<file path="src/rtl/alu_pkg.sv">
// Shared ALU definitions: opcode encodings, operand-select constants,
// issue-stage FSM states and the per-opcode EX occupancy function.
package alu_pkg;

   localparam int unsigned ALU_SEL_W  = 5;
   localparam int unsigned REG_ADDR_W = 5;

   localparam logic [ALU_SEL_W-1:0] ALU_ADD    = 5'd0;
   localparam logic [ALU_SEL_W-1:0] ALU_SUB    = 5'd1;
   localparam logic [ALU_SEL_W-1:0] ALU_SLL    = 5'd2;
   localparam logic [ALU_SEL_W-1:0] ALU_SRL    = 5'd3;
   localparam logic [ALU_SEL_W-1:0] ALU_SRA    = 5'd4;
   localparam logic [ALU_SEL_W-1:0] ALU_AND    = 5'd5;
   localparam logic [ALU_SEL_W-1:0] ALU_OR     = 5'd6;
   localparam logic [ALU_SEL_W-1:0] ALU_XOR    = 5'd7;
   localparam logic [ALU_SEL_W-1:0] ALU_MUL    = 5'd8;
   localparam logic [ALU_SEL_W-1:0] ALU_MULH   = 5'd9;
   localparam logic [ALU_SEL_W-1:0] ALU_MULHU  = 5'd10;
   localparam logic [ALU_SEL_W-1:0] ALU_MULHSU = 5'd11;
   localparam logic [ALU_SEL_W-1:0] ALU_DIV    = 5'd12;
   localparam logic [ALU_SEL_W-1:0] ALU_DIVU   = 5'd13;
   localparam logic [ALU_SEL_W-1:0] ALU_REM    = 5'd14;
   localparam logic [ALU_SEL_W-1:0] ALU_REMU   = 5'd15;
   localparam logic [ALU_SEL_W-1:0] ALU_SLT    = 5'd16;
   localparam logic [ALU_SEL_W-1:0] ALU_SLTU   = 5'd17;

   localparam logic OP1_RS1 = 1'b0;
   localparam logic OP1_PC  = 1'b1;
   localparam logic OP2_RS2 = 1'b0;
   localparam logic OP2_IMM = 1'b1;

   typedef enum logic [1:0] {
      ST_EMPTY  = 2'd0,
      ST_SETTLE = 2'd1,
      ST_DONE   = 2'd2
   } issue_state_e;

   // Cycles an opcode occupies EX before its ALU result may be sampled.
   function automatic int unsigned alu_latency(input logic [ALU_SEL_W-1:0] select,
                                               input int unsigned mul_cycles,
                                               input int unsigned div_cycles);
      if (select >= ALU_MUL && select <= ALU_MULHSU) return mul_cycles;
      if (select >= ALU_DIV && select <= ALU_REMU)   return div_cycles;
      return 1;
   endfunction

endpackage

</file>
<file path="src/rtl/fwd_mux.sv">
// Per-operand forwarding priority: EX/MEM over MEM/WB over register file.
// x0 is never forwarded.
// Ports: rs_addr/rf_data (source operand), exmem_* and memwb_* (forwarding
// sources), fwd_data_c (combinational forwarded value).
module fwd_mux
   import alu_pkg::*;
#(
   parameter int unsigned XLEN = 32
) (
   input  logic [REG_ADDR_W-1:0] rs_addr,
   input  logic [XLEN-1:0]       rf_data,
   input  logic [REG_ADDR_W-1:0] exmem_rd_addr,
   input  logic                  exmem_reg_write,
   input  logic [XLEN-1:0]       exmem_result,
   input  logic [REG_ADDR_W-1:0] memwb_rd_addr,
   input  logic                  memwb_reg_write,
   input  logic [XLEN-1:0]       memwb_result,
   output logic [XLEN-1:0]       fwd_data_c
);

   // Youngest in-flight producer wins.
   always_comb begin
      fwd_data_c = rf_data;
      if (rs_addr != '0) begin
         if (exmem_reg_write && (exmem_rd_addr == rs_addr)) begin
            fwd_data_c = exmem_result;
         end else if (memwb_reg_write && (memwb_rd_addr == rs_addr)) begin
            fwd_data_c = memwb_result;
         end
      end
   end

endmodule

</file>
<file path="src/rtl/ex_issue_stage.sv">
// ID/EX pipeline register and operand issue for the RV32IM ALU.
// Forwards rs1/rs2, selects operands and registers DATA1/DATA2/SELECT.
// MUL/DIV opcodes are held in EX for MUL_CYCLES/DIV_CYCLES cycles while
// decode is back-pressured through ID_READY.
// Ports: CLK/RESET (async active-low); ID_* decode instruction and handshake;
// EXMEM_*/MEMWB_* forwarding sources; STALL_IN/FLUSH control; DATA1, DATA2,
// SELECT to the ALU; EX_* registered stage state.
module ex_issue_stage
   import alu_pkg::*;
#(
   parameter int unsigned XLEN       = 32,
   parameter int unsigned MUL_CYCLES = 2,
   parameter int unsigned DIV_CYCLES = 4,
   parameter int unsigned CNT_W      = 3
) (
   input  logic                  CLK,
   input  logic                  RESET,
   input  logic                  ID_VALID,
   output logic                  ID_READY,
   input  logic [XLEN-1:0]       ID_PC,
   input  logic [XLEN-1:0]       ID_RS1_DATA,
   input  logic [XLEN-1:0]       ID_RS2_DATA,
   input  logic [REG_ADDR_W-1:0] ID_RS1_ADDR,
   input  logic [REG_ADDR_W-1:0] ID_RS2_ADDR,
   input  logic [REG_ADDR_W-1:0] ID_RD_ADDR,
   input  logic [XLEN-1:0]       ID_IMM,
   input  logic [ALU_SEL_W-1:0]  ID_ALU_SELECT,
   input  logic                  ID_OP1_SEL,
   input  logic                  ID_OP2_SEL,
   input  logic                  ID_REG_WRITE,
   input  logic [REG_ADDR_W-1:0] EXMEM_RD_ADDR,
   input  logic                  EXMEM_REG_WRITE,
   input  logic [XLEN-1:0]       EXMEM_RESULT,
   input  logic [REG_ADDR_W-1:0] MEMWB_RD_ADDR,
   input  logic                  MEMWB_REG_WRITE,
   input  logic [XLEN-1:0]       MEMWB_RESULT,
   input  logic                  STALL_IN,
   input  logic                  FLUSH,
   output logic [XLEN-1:0]       DATA1,
   output logic [XLEN-1:0]       DATA2,
   output logic [ALU_SEL_W-1:0]  SELECT,
   output logic                  EX_VALID,
   output logic                  EX_RESULT_VALID,
   output logic [XLEN-1:0]       EX_PC,
   output logic [XLEN-1:0]       EX_RS2_FWD,
   output logic [REG_ADDR_W-1:0] EX_RD_ADDR,
   output logic                  EX_REG_WRITE
);

   issue_state_e     state_q, state_n;
   logic [CNT_W-1:0] cnt_q, cnt_n;
   logic [CNT_W-1:0] lat_m1_c;
   logic             capture;
   logic             valid_n;
   logic             advance;
   logic [XLEN-1:0]  fwd_rs1_c, fwd_rs2_c;

   fwd_mux #(.XLEN(XLEN)) u_fwd_rs1 (
      .rs_addr         (ID_RS1_ADDR),
      .rf_data         (ID_RS1_DATA),
      .exmem_rd_addr   (EXMEM_RD_ADDR),
      .exmem_reg_write (EXMEM_REG_WRITE),
      .exmem_result    (EXMEM_RESULT),
      .memwb_rd_addr   (MEMWB_RD_ADDR),
      .memwb_reg_write (MEMWB_REG_WRITE),
      .memwb_result    (MEMWB_RESULT),
      .fwd_data_c      (fwd_rs1_c)
   );

   fwd_mux #(.XLEN(XLEN)) u_fwd_rs2 (
      .rs_addr         (ID_RS2_ADDR),
      .rf_data         (ID_RS2_DATA),
      .exmem_rd_addr   (EXMEM_RD_ADDR),
      .exmem_reg_write (EXMEM_REG_WRITE),
      .exmem_result    (EXMEM_RESULT),
      .memwb_rd_addr   (MEMWB_RD_ADDR),
      .memwb_reg_write (MEMWB_REG_WRITE),
      .memwb_result    (MEMWB_RESULT),
      .fwd_data_c      (fwd_rs2_c)
   );

   // Handshake is combinational so decode sees the hold in the same cycle.
   assign advance  = !STALL_IN && (cnt_q == '0);
   assign ID_READY = advance && !FLUSH;
   assign lat_m1_c = CNT_W'(alu_latency(ID_ALU_SELECT, MUL_CYCLES, DIV_CYCLES) - 1);

   // State register.
   always_ff @(posedge CLK or negedge RESET) begin
      if (!RESET) begin
         state_q <= ST_EMPTY;
         cnt_q   <= '0;
      end else begin
         state_q <= state_n;
         cnt_q   <= cnt_n;
      end
   end

   // Next state: flush beats countdown, countdown ignores STALL_IN.
   always_comb begin
      state_n = state_q;
      cnt_n   = cnt_q;
      valid_n = EX_VALID;
      capture = 1'b0;
      if (FLUSH) begin
         state_n = ST_EMPTY;
         cnt_n   = '0;
         valid_n = 1'b0;
      end else begin
         unique case (state_q)
            ST_SETTLE: begin
               cnt_n = cnt_q - CNT_W'(1);
               if (cnt_q == CNT_W'(1)) state_n = ST_DONE;
            end
            default: begin
               if (!STALL_IN) begin
                  if (ID_VALID) begin
                     capture = 1'b1;
                     valid_n = 1'b1;
                     cnt_n   = lat_m1_c;
                     state_n = (lat_m1_c == '0) ? ST_DONE : ST_SETTLE;
                  end else begin
                     valid_n = 1'b0;
                     state_n = ST_EMPTY;
                  end
               end
            end
         endcase
      end
   end

   // EX payload; data fields only move on capture.
   always_ff @(posedge CLK or negedge RESET) begin
      if (!RESET) begin
         EX_VALID        <= 1'b0;
         EX_RESULT_VALID <= 1'b0;
         DATA1           <= '0;
         DATA2           <= '0;
         SELECT          <= '0;
         EX_PC           <= '0;
         EX_RS2_FWD      <= '0;
         EX_RD_ADDR      <= '0;
         EX_REG_WRITE    <= 1'b0;
      end else begin
         EX_VALID        <= valid_n;
         EX_RESULT_VALID <= valid_n && (cnt_n == '0);
         if (capture) begin
            DATA1        <= (ID_OP1_SEL == OP1_PC)  ? ID_PC  : fwd_rs1_c;
            DATA2        <= (ID_OP2_SEL == OP2_IMM) ? ID_IMM : fwd_rs2_c;
            SELECT       <= ID_ALU_SELECT;
            EX_PC        <= ID_PC;
            EX_RS2_FWD   <= fwd_rs2_c;
            EX_RD_ADDR   <= ID_RD_ADDR;
            EX_REG_WRITE <= ID_REG_WRITE;
         end
      end
   end

endmodule

</file>
<file path="config.mk">
export PLATFORM = sky130hd
export DESIGN_NAME = ex_issue_stage
export DESIGN_NICKNAME = d
export VERILOG_FILES = /design/src/rtl/alu_pkg.sv /design/src/rtl/fwd_mux.sv /design/src/rtl/ex_issue_stage.sv
export SDC_FILE = /design/constraint.sdc
export NUM_CORES = 1
export LEC_CHECK = 0
export CAP_MARGIN = 0
export CORE_AREA = 4 4 143 145
export CTS_CLUSTER_SIZE = 20
export DETAILED_ROUTE_END_ITERATION = 10
export DIE_AREA = 0 0 147 149
export GPL_TIMING_DRIVEN = 1
export PLACE_DENSITY = 0.85
export SYNTH_ARGS = -nofsm -noshare
export SYNTH_HDL_FRONTEND = slang
export SYNTH_SLANG_ARGS = --single-unit
export TNS_END_PERCENT = 50
</file>
<file path="constraint.sdc">
create_clock -name CLK -period 2.6 [get_ports CLK]
set_input_delay 0.52 -clock CLK [delete_from_list [all_inputs] [get_ports CLK]]
set_output_delay 0.52 -clock CLK [all_outputs]
set_load 0.05 [all_outputs]
</file>
Word-level counts from Yosys, hierarchy flattened
Index checks and enable logic that the tools add are counted.
{ "op_classes": {"muxes": 32, "magnitude_cmp": 4, "addsub": 2, "n_reduce_logical": 17, "eq_ne": 8} }
{ "ops": {"columns": ["cell", "count"], "rows": [
  ["2-to-1 mux 32 bit", 8],
  ["2-to-1 mux 3 bit", 7],
  ["equality test 5 bit", 4],
  ["2-to-1 mux 2 bit", 7],
  ["greater-or-equal comparator 5 x 4 -> 1 bit (second input constant)", 2],
  ["less-or-equal comparator 5 x 4 -> 1 bit (second input constant)", 2],
  ["2-to-1 mux 1 bit", 10],
  ["nonzero test 5 bit", 2],
  ["logical AND 1 bit", 9],
  ["zero test 3 bit", 3],
  ["subtractor 3 x 1 -> 3 bit (second input constant)", 2],
  ["equality test 3 x 1 -> 1 bit (second input constant)", 1],
  ["inequality test 3 x 1 -> 1 bit (second input constant)", 1],
  ["inequality test 3 bit (second input constant)", 1],
  ["equality test 2 x 1 -> 1 bit (second input constant)", 1],
  ["zero test 1 bit", 2],
  ["AND reduction 2 bit", 1]
]} }
{ "word_totals": {"input_bits": 232, "wordCells": 74, "register_bits": 146, "output_inout_bits": 142} }

Logic depth before layout (Yosys ltp)
{ "logic_depth": {"word_depth": 13, "ltp_mapped": 8, "mapped_depth_nobuf": 6} }

Cells and area by module
Synthesis repeated with hierarchy kept, for this count alone.
{ "unflattened": {"hier_cells": 681, "hier_area_um2": 8348.0} }
{ "by_module_without_submodules": {"columns": ["mod", "cells_per_inst", "instances", "seq_area_each_um2", "area_per_inst_um2"], "rows": [
  ["ex_issue_stage", 485, 1, 3653.5, 6503.7],
  ["fwd_mux", 98, 2, 0.0, 922.1]
]} }

Least setup slack after synthesis
No wires, ideal clock.
{ "synth_timing": {"path_type": "input to output", "start": "in FLUSH", "end": "out ID_READY", "n_path_buf": 1, "path_slack_ns": -0.310, "cell_stages": 2, "arrival_ns": 2.390, "cell_sequence": "clkbuf_1 nor4b_1"} }
{ "synth_between": {"elab_chain_len": 2} }
{ "synth_lines": {"columns": ["item", "line_no", "source"], "rows": [
  ["from (decl)", "ex_issue_stage.sv:38", "input logic FLUSH,"],
  ["zero test 1 bit", "ex_issue_stage.sv:84", "assign ID_READY = advance && !FLUSH;"],
  ["logical AND 1 bit", "ex_issue_stage.sv:84", null],
  ["to (decl)", "ex_issue_stage.sv:19", "output logic ID_READY,"]
]} }
No other way between the ends.

Worst setup path in the final report
{ "layout_timing": {"start": "in ID_RS2_ADDR[3]", "end": "reg DATA2[16]"} }
{ "layout_between": {"elab_chain_len": 6, "word_cells_on_any_way": 9, "cone_classes": "eq/ne: 2; mux: 4; reduce/logical: 3"} }
{ "layout_lines": {"columns": ["item", "line_no", "source"], "rows": [
  ["from (decl)", "ex_issue_stage.sv:24", "input logic [REG_ADDR_W-1:0] ID_RS2_ADDR,"],
  ["equality test 5 bit", "fwd_mux.sv:27", "end else if (memwb_reg_write && (memwb_rd_addr == rs_addr)) begin"],
  ["logical AND 1 bit", "fwd_mux.sv:27", null],
  ["2-to-1 mux 32 bit", "fwd_mux.sv:27", null],
  ["2-to-1 mux 32 bit", "fwd_mux.sv:25", "if (exmem_reg_write && (exmem_rd_addr == rs_addr)) begin"],
  ["2-to-1 mux 32 bit *", "fwd_mux.sv:24", "if (rs_addr != '0) begin"],
  ["2-to-1 mux 32 bit *", "ex_issue_stage.sv:148", "DATA2 <= (ID_OP2_SEL == OP2_IMM) ? ID_IMM : fwd_rs2_c;"],
  ["to (signal assigned)", "ex_issue_stage.sv:148", null],
  ["to (decl)", "ex_issue_stage.sv:40", "output logic [XLEN-1:0] DATA2,"]
]} }
Mark *: on every way between the ends. The rest lies on a longest branch, timed or not.
A chain may end at the register's enable or synchronous reset.

==> metrics.md <==
| Metric | Value |
|---|---|
| Die boundary width | `roughly 150 um` |
| Post-Synth XOR/XNOR Area | `1.97%` |
| Sum of overflow across all layers after global routing | `0` |
| Largest family of logic cells by synthesized area | `simple AND/OR/NAND/NOR gates` |
| Clock share of power | `27.4%` |
| Vias after detailed routing | `9,057` |
| Status | `complete, no violations` |
| Highest ir drop seen on vdd | `between 0.4 and 0.5 mV` |
| Flops & latches, synth | `146` |
| Endpoint class of the critical path | `flip-flop` |
| Sequential power share | `32.3%` |
| Average wire per cell in the routed design | `21.3 um` |
| Highest clock rate | `405 MHz` |
| Filler-free cell count of the finished design | `1,619` |
| Portion of netlist area occupied by mux cells | `less than 1%` |
| CTS H-tree lvls | `4` |
| Antenna-violating nets left | `0` |
| Setup ws final | `approximately 0.13 ns` |
| Number of standard cells after synthesis | `974` |
| Maximum buffer depth of the clock tree | `2` |
| CTS Buf Count | `17` |
| Power Dens Cells | `701 mW/mm^2` |
| DRC marker count from the first detailed-route iteration | `743` |
| Endpoints failing setup | `0` |
| Cell count after placement | `1,587` |
| Wire length of the first global-routing pass | `52.2 mm` |
| Post-synthesis sequential area ratio | `45.5%` |
| Async set or reset register ratio after synthesis | `between 90% and 100%` |
| Count of unique library cells instantiated by Yosys | `41` |
| Complex-gate fraction of the synthesized area | `slightly above 20%` |
| Critical path data required time | `2.91 ns` |
| Routed wire length | `34.5 mm` |
| Hold Crit Class | `primary input to asynchronous set/reset pin` |
| NumNets Final | `1,576` |
| RePlAce Congestion | `0.933` |
| DRC viols | `0` |
| Initial antenna violation count | `2` |
| Critical path startpoint category | `primary input` |
| RSZ-0062 raised after global routing | `false` |
| Core ar. | `0.0192 sq mm` |
| Total negative setup slack | `0 ns` |
| Primary flip-flop cell chosen by synthesis mapping | `sky130_fd_sc_hd__dfrtp_1` |
| Clock Tree Root | `sky130_fd_sc_hd__clkbuf_16` |
| Count of TritonRoute iterations in the first routing pass | `5` |
| CP Class | `primary input to flip-flop` |
| Cell breakdown of the critical path | `clkdlybuf4s50_1, xor2_1, a2111oi_2, and4_1, buf_4, nor3_1, o21a_1, o31ai_1` |
| Std-Cell Rows | `51` |
| Number of max-cap violations | `0` |
| Height of the chip | `149 um` |
| Sw Pwr | `3610 uW` |
| Synth warn | `0` |
| Full die area | `roughly 0.022 sq mm` |
| Net Sw Frac | `39.7%` |
| Hold violation total from the final report | `0` |
| LEAKAGE | `0.00555 uW` |
| Post-layout power | `9090 uW` |
| Per-cell via count in the routed design | `about 5.6` |
| Total count of max-transition violations in the final report | `0` |
| Worst hold margin | `0.0253 ns` |
| Initial Util | `41.8%` |
| I/O pin total | `between 300 and 400` |
| Routed wl met3 | `3.04 mm` |
| Total half-perimeter wirelength after legalization and detailed placement | `roughly 26 mm` |
| Fraction of the mapped netlist area in adder cells | `0.468%` |
| Slowest stage delay, CP | `between 0.4 and 0.5 ns` |
| Top metal layer carrying routed signals | `met5` |
| Port buffer count | `373` |
| Maximum number of pins on one net before global-route repair | `~110` |
| Clock transition at path regs | `around 0.06 ns` |
| Number of enable-type register cells in the synthesized netlist | `0` |
| Post-route clock period utilization | `94.9%` |
| Power Internal | `5480 uW` |
| Tightest slew margin relative to the limit | `60.6%` |
| Simple-gate share of the synthesized area | `26.5%` |
| Dpl ws | `-0.334 ns` |
| Vias in the first global route | `9,371` |
| Clock latency at the later pin of the worst-skew pair | `between 0.4 and 0.5 ns` |
| Post-synth design cell area | `0.00802 sq mm` |
| Syn Area/Cell | `approximately 8.2 sq um` |
| Final worst path period need | `2.47 ns` |
| Layout area overhead | `61.7%` |
| Syn Nets | `1,209` |
| Wire length the detailed router placed on met1 | `roughly 12 mm` |
| Gr usage total | `30.7%` |
| CTS hold repair buffers | `0` |
| CTS tree | `yes` |
| Resized Gates After CTS | `0` |
| Post-route clock skew | `0.00797 ns` |
| Antenna fix cells | `0` |
| Post-CTS setup buffer count | `0` |
| Part of the power in combinational logic | `~40%` |
| Share of cells above drive strength 1 | `7.24%` |
| Clock sink total | `between 100 and 150` |
| Critical-path maximum fanout | `10` |
| Arrival time reported for the critical path endpoint | `2.78 ns` |
| Slowest library cell on the worst path | `sky130_fd_sc_hd__clkdlybuf4s50_1` |
| Slew at the pin with the worst max-slew slack | `0.589 ns` |
| Met2 Wirelength | `approximately 18 mm` |
[per-layer routing]
| metal | global-route usage, % | vias to the layer above |
|---|---|---|
| met3 | 8.99 | 95 |
| met1 | 33.5 | 4328 |
| met2 | 55.0 | 482 |
| met5 | 0 | - |
| li1 | - | 4148 |
| met4 | 14.0 | 4 |
[power by group through the flow]
stage	Clock [uW]	Combinational [uW]	Sequential, uW
after floorplan	0	606	4390
after global placement	0	3620	2960
after detailed placement	0	3660	2960
after CTS	2520	3670	2940
after global routing	2610	3820	2980
final	2490	3660	2940
[flip-flops by register name, summed over array words and instances (netlist names)]
register,count
EX_PC,32
EX_RESULT_VALID,1
SELECT,5
EX_RD_ADDR,5
DATA1,32
EX_VALID,1
EX_RS2_FWD,32
cnt_q,3
state_q,2
EX_REG_WRITE,1
DATA2,32
[worst max-delay path: cells and delay by family]
kind	cells	cell delay, ns
compound gates	3	1.00
xor+xnor	1	0.20
buf+inv	2	0.67
simple gates	2	0.39
[cell type report]
class / instances / area, sq um
clock buffers: 19 / 443
clock inverters: 13 / 149
fillers: 1536 / 6240
inverters: 6 / 22.5
multi-input cells: 741 / 4030
flip-flops and latches: 146 / 3650
well taps: 265 / 332
repair buffers: 429 / 4340
[cell usage after synthesis, types with 15 or more instances]
master / number / share of area [%]
sky130_fd_sc_hd__a21oi_1: 35 / 2.2
sky130_fd_sc_hd__dfrtp_1: 146 / 46
sky130_fd_sc_hd__o21a_1: 32 / 3.0
sky130_fd_sc_hd__a311o_1: 31 / 3.9
sky130_fd_sc_hd__clkbuf_1: 62 / 2.9
sky130_fd_sc_hd__a31oi_1: 32 / 2.5
sky130_fd_sc_hd__o21ai_0: 33 / 2.1
sky130_fd_sc_hd__xor2_1: 15 / 1.6
sky130_fd_sc_hd__nand2_1: 260 / 12
sky130_fd_sc_hd__o31ai_1: 64 / 6.0
sky130_fd_sc_hd__nor3_1: 35 / 2.2
sky130_fd_sc_hd__nor2_1: 100 / 4.7
sky130_fd_sc_hd__nand3b_1: 32 / 3.0
sky130_fd_sc_hd__and3_1: 33 / 2.6
[through the flow]
step,instance area (sq um),util (%)
3_5_place_dp,12400,64.4
6_report,13000,67.5
4_1_cts,13000,67.5
3_3_place_gp,12400,64.4
5_1_grt,13000,67.5
2_1_floorplan,8030,-
[logic make-up (layout without fill, tap and decap cells)]
| family | after synthesis | count (layout) |
|---|---|---|
| AO/OA/AOI/OAI | 237 | 237 |
| flip-flops | 146 | 146 |
| AND/OR/NAND/NOR | 482 | 482 |
| adder cells (fa/ha/maj) | 3 | 3 |
| XOR/XNOR | 18 | 18 |
| multiplexers | 1 | 1 |
| buffers and inverters | 87 | 467 |
[worst paths after layout]
| kind | startpoint | endpoint | slack (ns) | cells after the start |
|---|---|---|---|---|
| worst min register to register | EX_PC[23] | EX_PC[23] | 0.47 | 2 |
| max in group asynchronous | RESET | DATA1[20] | 1.91 | 2 |
| worst max register to register | state_q[1] | DATA2[12] | 0.76 | 7 |
| min in group CLK | EX_PC[23] | EX_PC[23] | 0.47 | 2 |
| worst max-delay path | ID_RS2_ADDR[3] | DATA2[16] | 0.13 | 8 |
| worst min-delay path | RESET | SELECT[0] | 0.03 | 1 |
[layout by cell type, fill, tap and decap left out, types with 2 or more instances in the layout]
master / n
sky130_fd_sc_hd__nand3b_1: 32
sky130_fd_sc_hd__dfrtp_1: 146
sky130_fd_sc_hd__a311o_1: 31
sky130_fd_sc_hd__inv_6: 4
sky130_fd_sc_hd__inv_1: 6
sky130_fd_sc_hd__a211oi_1: 3
sky130_fd_sc_hd__buf_4: 42
sky130_fd_sc_hd__clkdlybuf4s50_1: 371
sky130_fd_sc_hd__buf_12: 15
sky130_fd_sc_hd__ha_1: 3
sky130_fd_sc_hd__xnor2_1: 3
sky130_fd_sc_hd__nor2b_1: 2
sky130_fd_sc_hd__clkinv_4: 3
sky130_fd_sc_hd__and3_1: 33
sky130_fd_sc_hd__xor2_1: 15
sky130_fd_sc_hd__o21a_1: 32
sky130_fd_sc_hd__nor2_1: 98
sky130_fd_sc_hd__clkinvlp_4: 3
sky130_fd_sc_hd__nand2b_1: 5
sky130_fd_sc_hd__nor3_1: 34
sky130_fd_sc_hd__a31oi_1: 32
sky130_fd_sc_hd__bufinv_16: 2
sky130_fd_sc_hd__nor4_1: 4
sky130_fd_sc_hd__a21oi_1: 35
sky130_fd_sc_hd__o31ai_1: 64
sky130_fd_sc_hd__nand3_1: 3
sky130_fd_sc_hd__clkbuf_16: 17
sky130_fd_sc_hd__nand2_1: 260
sky130_fd_sc_hd__o21ai_0: 33
(Power assumes the default switching activity.)
==> edit 1, RTL diff (config.mk and constraints unchanged) <==
`XLEN` is set to 32 in 2 places; all go to 24.
--- a/src/rtl/fwd_mux.sv
+++ b/src/rtl/fwd_mux.sv
@@ -5,7 +5,7 @@
 module fwd_mux
    import alu_pkg::*;
 #(
-   parameter int unsigned XLEN = 32
+   parameter int unsigned XLEN = 24
 ) (
    input  logic [REG_ADDR_W-1:0] rs_addr,
    input  logic [XLEN-1:0]       rf_data,
--- a/src/rtl/ex_issue_stage.sv
+++ b/src/rtl/ex_issue_stage.sv
@@ -8,7 +8,7 @@
 module ex_issue_stage
    import alu_pkg::*;
 #(
-   parameter int unsigned XLEN       = 32,
+   parameter int unsigned XLEN       = 24,
    parameter int unsigned MUL_CYCLES = 2,
    parameter int unsigned DIV_CYCLES = 4,
    parameter int unsigned CNT_W      = 3
Ports: changed (10 resized); port bits go from 374 to 294. The function was not compared with the original's and may differ.
==> edit 1 against the unedited design <==
- core utilization shrank 10 points
- first-iteration DRC count decreased by 16%
- total power fell by 16%
- via count down 15%
- area after synthesis decreased by 13%
- final area shrank 15%
- die area unchanged
- sequential cell count shrank 32
- worst setup slack gained 0.25 ns
- wire length decreased by 15%
- largest power group unchanged
==> edit 1: results (changes against the unedited design) <==
Routing
  – Uppermost layer routed: met4
  – Met2 wire len: 14.6 mm (-17%)
  – Drt wl/cell: 21.5 um (+1.1%)
  – Met3 WL post-DR: 2.71 mm (-11%)

Placement
  – Post-placement cell area: 10400 um^2 (-16%)
  – DP Worst Slack: 0.0191 ns (+0.353 ns)
  – GP Congestion: 0.929 (-0.52%)
  – # placed instances: 1325 (-17%)
  – PortBufs: 293 (-21%)
  – Hpwl dp: 21.8 mm (-17%)

Worst setup path
  – Largest stage delay, worst path: 0.45 ns (-0.02 ns)
  – Crit path DAT: 1.70 ns (-1.08 ns)
  – Delay-heaviest family, CP: buffers and inverters
  – Crit path max fanout: 4 (-6)

Global route
  – M1 GR Usage: 30.6% (-3.0 points)
  – First-pass GRT wire length: 44.2 mm (-15%)
  – Number of global-route vias before repair: 7850 (-16%)
  – Grt met2 use: 45.4% (-9.6 points)
  – Largest net degree at the start of global routing: 62 (-45%)
  – M3 GR Usage: 7.32% (-1.7 points)

Power
  – Leakage: 4.32 nW (-22%)
  – Worst VDD drop: 0.387 mV (-15%)

Status
  – Status: complete, no violations

Layout
  – Non-Filler Instances: 1357 (-16%)
  – Layout cells sized above 1: 9.80% (+2.6 points)

Worst hold path
  – Min-delay worst type: register to register

Synth
  – Post-Syn Instances: 803 (-18%)
  – Net count of the mapped netlist: 990 (-18%)

STA
  – Clk_skew: 0.0104 ns (+0.00245 ns)
==> edit 1: changes by cell type in the layout (fill, tap and decap cells not counted), sizes merged, moves of 32 or more <==
cell,unedited run,this run
o21a,32,0
nand2,260,161
nor2,100,31
o21ai,33,94
clkdlybuf4s50,371,290
dfrtp,146,114
o31ai,64,0
==> edit 1: where the power goes <==
part / switching, mW / leakage [nW] / internal, mW
sequential: 0.191 / 1.36 / 2.10
combinational: 1.87 / 2.67 / 1.07
clock: 0.867 / 0.291 / 1.57
==> edit 1: final cells by class <==
type / count / area (um^2)
multi-input cells: 613 / 3800
flip-flops and latches: 114 / 2850
clock buffers: 21 / 470
clock inverters: 10 / 133
repair buffers: 330 / 3370
well taps: 265 / 332
fillers: 1630 / 8240
inverters: 4 / 15.0
==> edit 1: cells by family (layout without fill, tap and decap cells) <==
family          count (synthesis)  count (layout)  synth area share, %
fa+ha+maj                       3               3                0.536
buf+inv                        76             365                 5.29
simple gates                  337             337                 23.2
compound gates                228             228                 24.2
flops                         114             114                 40.7
xor+xnor                       21              21                 2.63
mux                            24              24                 3.43
==> edit 1: worst paths after layout <==
path	from	end	slack (ns)	cells after the start
worst max-delay path	STALL_IN	ID_READY	0.38	4
worst min-delay path	EX_PC[22]$_DFFE_PN0P_	EX_PC[22]$_DFFE_PN0P_	0.47	2
worst max register to register	state_q[0]$_DFFE_PN0P_	state_q[1]$_DFFE_PN0P_	0.67	5
worst min register to register	EX_PC[22]$_DFFE_PN0P_	EX_PC[22]$_DFFE_PN0P_	0.47	2
max in group asynchronous	RESET	EX_RS2_FWD[18]$_DFFE_PN0P_	1.44	3
min in group asynchronous	RESET	EX_PC[7]$_DFFE_PN0P_	0.53	2
==> edit 2, RTL diff (config.mk and constraints unchanged) <==
Without the edit above. The 3 states of `issue_state_e` get a one-hot encoding in 3 bits.
--- a/src/rtl/alu_pkg.sv
+++ b/src/rtl/alu_pkg.sv
@@ -29,10 +29,10 @@
    localparam logic OP2_RS2 = 1'b0;
    localparam logic OP2_IMM = 1'b1;
 
-   typedef enum logic [1:0] {
-      ST_EMPTY  = 2'd0,
-      ST_SETTLE = 2'd1,
-      ST_DONE   = 2'd2
+   typedef enum logic [2:0] {
+      ST_EMPTY  = 3'b001,
+      ST_SETTLE = 3'b010,
+      ST_DONE   = 3'b100
    } issue_state_e;
 
    // Cycles an opcode occupies EX before its ALU result may be sampled.
Function: same outputs for any inputs over 4 cycles, from zero or initial values and one cycle with RESET low; so few cycles prove little.
==> edit 2 against the unedited design <==
- sequential cell count rose by 1
- final cell count shrank 0.19%
- wire length fell by 5.5%
- core utilization grew 0.40 points
- final area rose by 0.60%
- combinational power shrank 5%
- total power is 0.67% lower
- sequential share of layout area barely moved
- non-clock buffer count shrank 3
- area after synthesis grew 2.2%
- worst setup slack improved by 0.21 ns
==> edit 2: results (changes against the unedited design) <==
STA
  – Hold_ws: 0.0714 ns (+0.0461 ns)

Layout
  – Layout cells sized above 1: 10.0% (+2.8 points)
  – Fillcell total: 1518 (-1.2%)
  – Final instance area: 13000 um^2 (+0.60%)

Routing
  – Via count: 8751 (-3.4%)
  – Drt wl/cell: 20.2 um (-5.3%)
  – DRT Pass-1 Iters: 6 (+1)
  – Initial detailed-routing violation count: 637 (-14%)

Worst setup path
  – R2r setup slk: 0.55 ns (-0.21 ns)
  – CP endpoint: EX_RS2_FWD[9]$_DFFE_PN0P_
  – Crit path max fanout: 21 (+11)
  – RR Startpoint: state_q[2]$_DFFE_PN0P_
  – Crit path DAT: 2.59 ns (-0.19 ns)
  – Critical path startpoint: ID_RS2_ADDR[0]
  – Reg2Reg Depth: 6 (-1)
  – Slowest cell on the critical path: or4_1
  – Largest stage delay, worst path: 0.59 ns (+0.12 ns)

Global route
  – Number of global-route vias before repair: 8674 (-7.4%)
  – Largest net degree at the start of global routing: 83 (-27%)
  – M3 GR Usage: 5.74% (-3.3 points)
  – First-pass GRT wire length: 49.4 mm (-5.4%)

Placement
  – # placed instances: 1582 (-0.32%)
  – GP Congestion: 0.959 (+2.8%)
  – Post-placement cell area: 12400 um^2 (+0.31%)
  – DP Worst Slack: -0.138 ns (+0.196 ns)

Synth
  – Multiplexer area fraction after synthesis: 0.610% (+0.49 points)
  – Register area share after synthesis: 44.9% (-0.67 points)
  – Leading post-synthesis cells by cell area: dfrtp_1, nand2_1, o21ai_0
  – Synth Area in Compound Gates: 21.7% (+0.91 points)
  – Synth unique cells: 60 (+46%)
  – Synth Area in Adders: 0.458% (-0.010 points)

Status
  – Status: complete, no violations

Power
  – Worst VDD drop: 0.408 mV (-11%)
  – Leakage: 5.45 nW (-1.8%)
## edit 2: cell count changes after synthesis, moves of 32 or more
cell and change:
nand3_1 +65, or2_2 +33, o21ai_0 +60, o31ai_1 -63
o211ai_1 +33, and3_1 -32, nor2_1 -84
## edit 2: layer usage
metal | vias to the layer above | part of all wire, %
met3 | 46 | 8.0
met1 | 4118 | 41
met2 | 425 | 48
met4 | 0 | 2.4
li1 | 4162 | -
met5 | - | 0
## edit 2: cell type report
class                      instances  share of cell area (%)
antenna                            3                  0.0575
clock buffer                      19                    3.39
clock inverter                    12                    1.38
inverter                           7                   0.201
multi-input combinational        737                    31.4
sequential                       147                    28.2
tap                              265                    2.54
timing repair buffer             426                    32.8
## edit 2: power by group
part	switching [mW]	internal (mW)	total, mW
clock	1.02	1.63	2.65
combinational	2.19	1.28	3.47
sequential	0.227	2.68	2.91
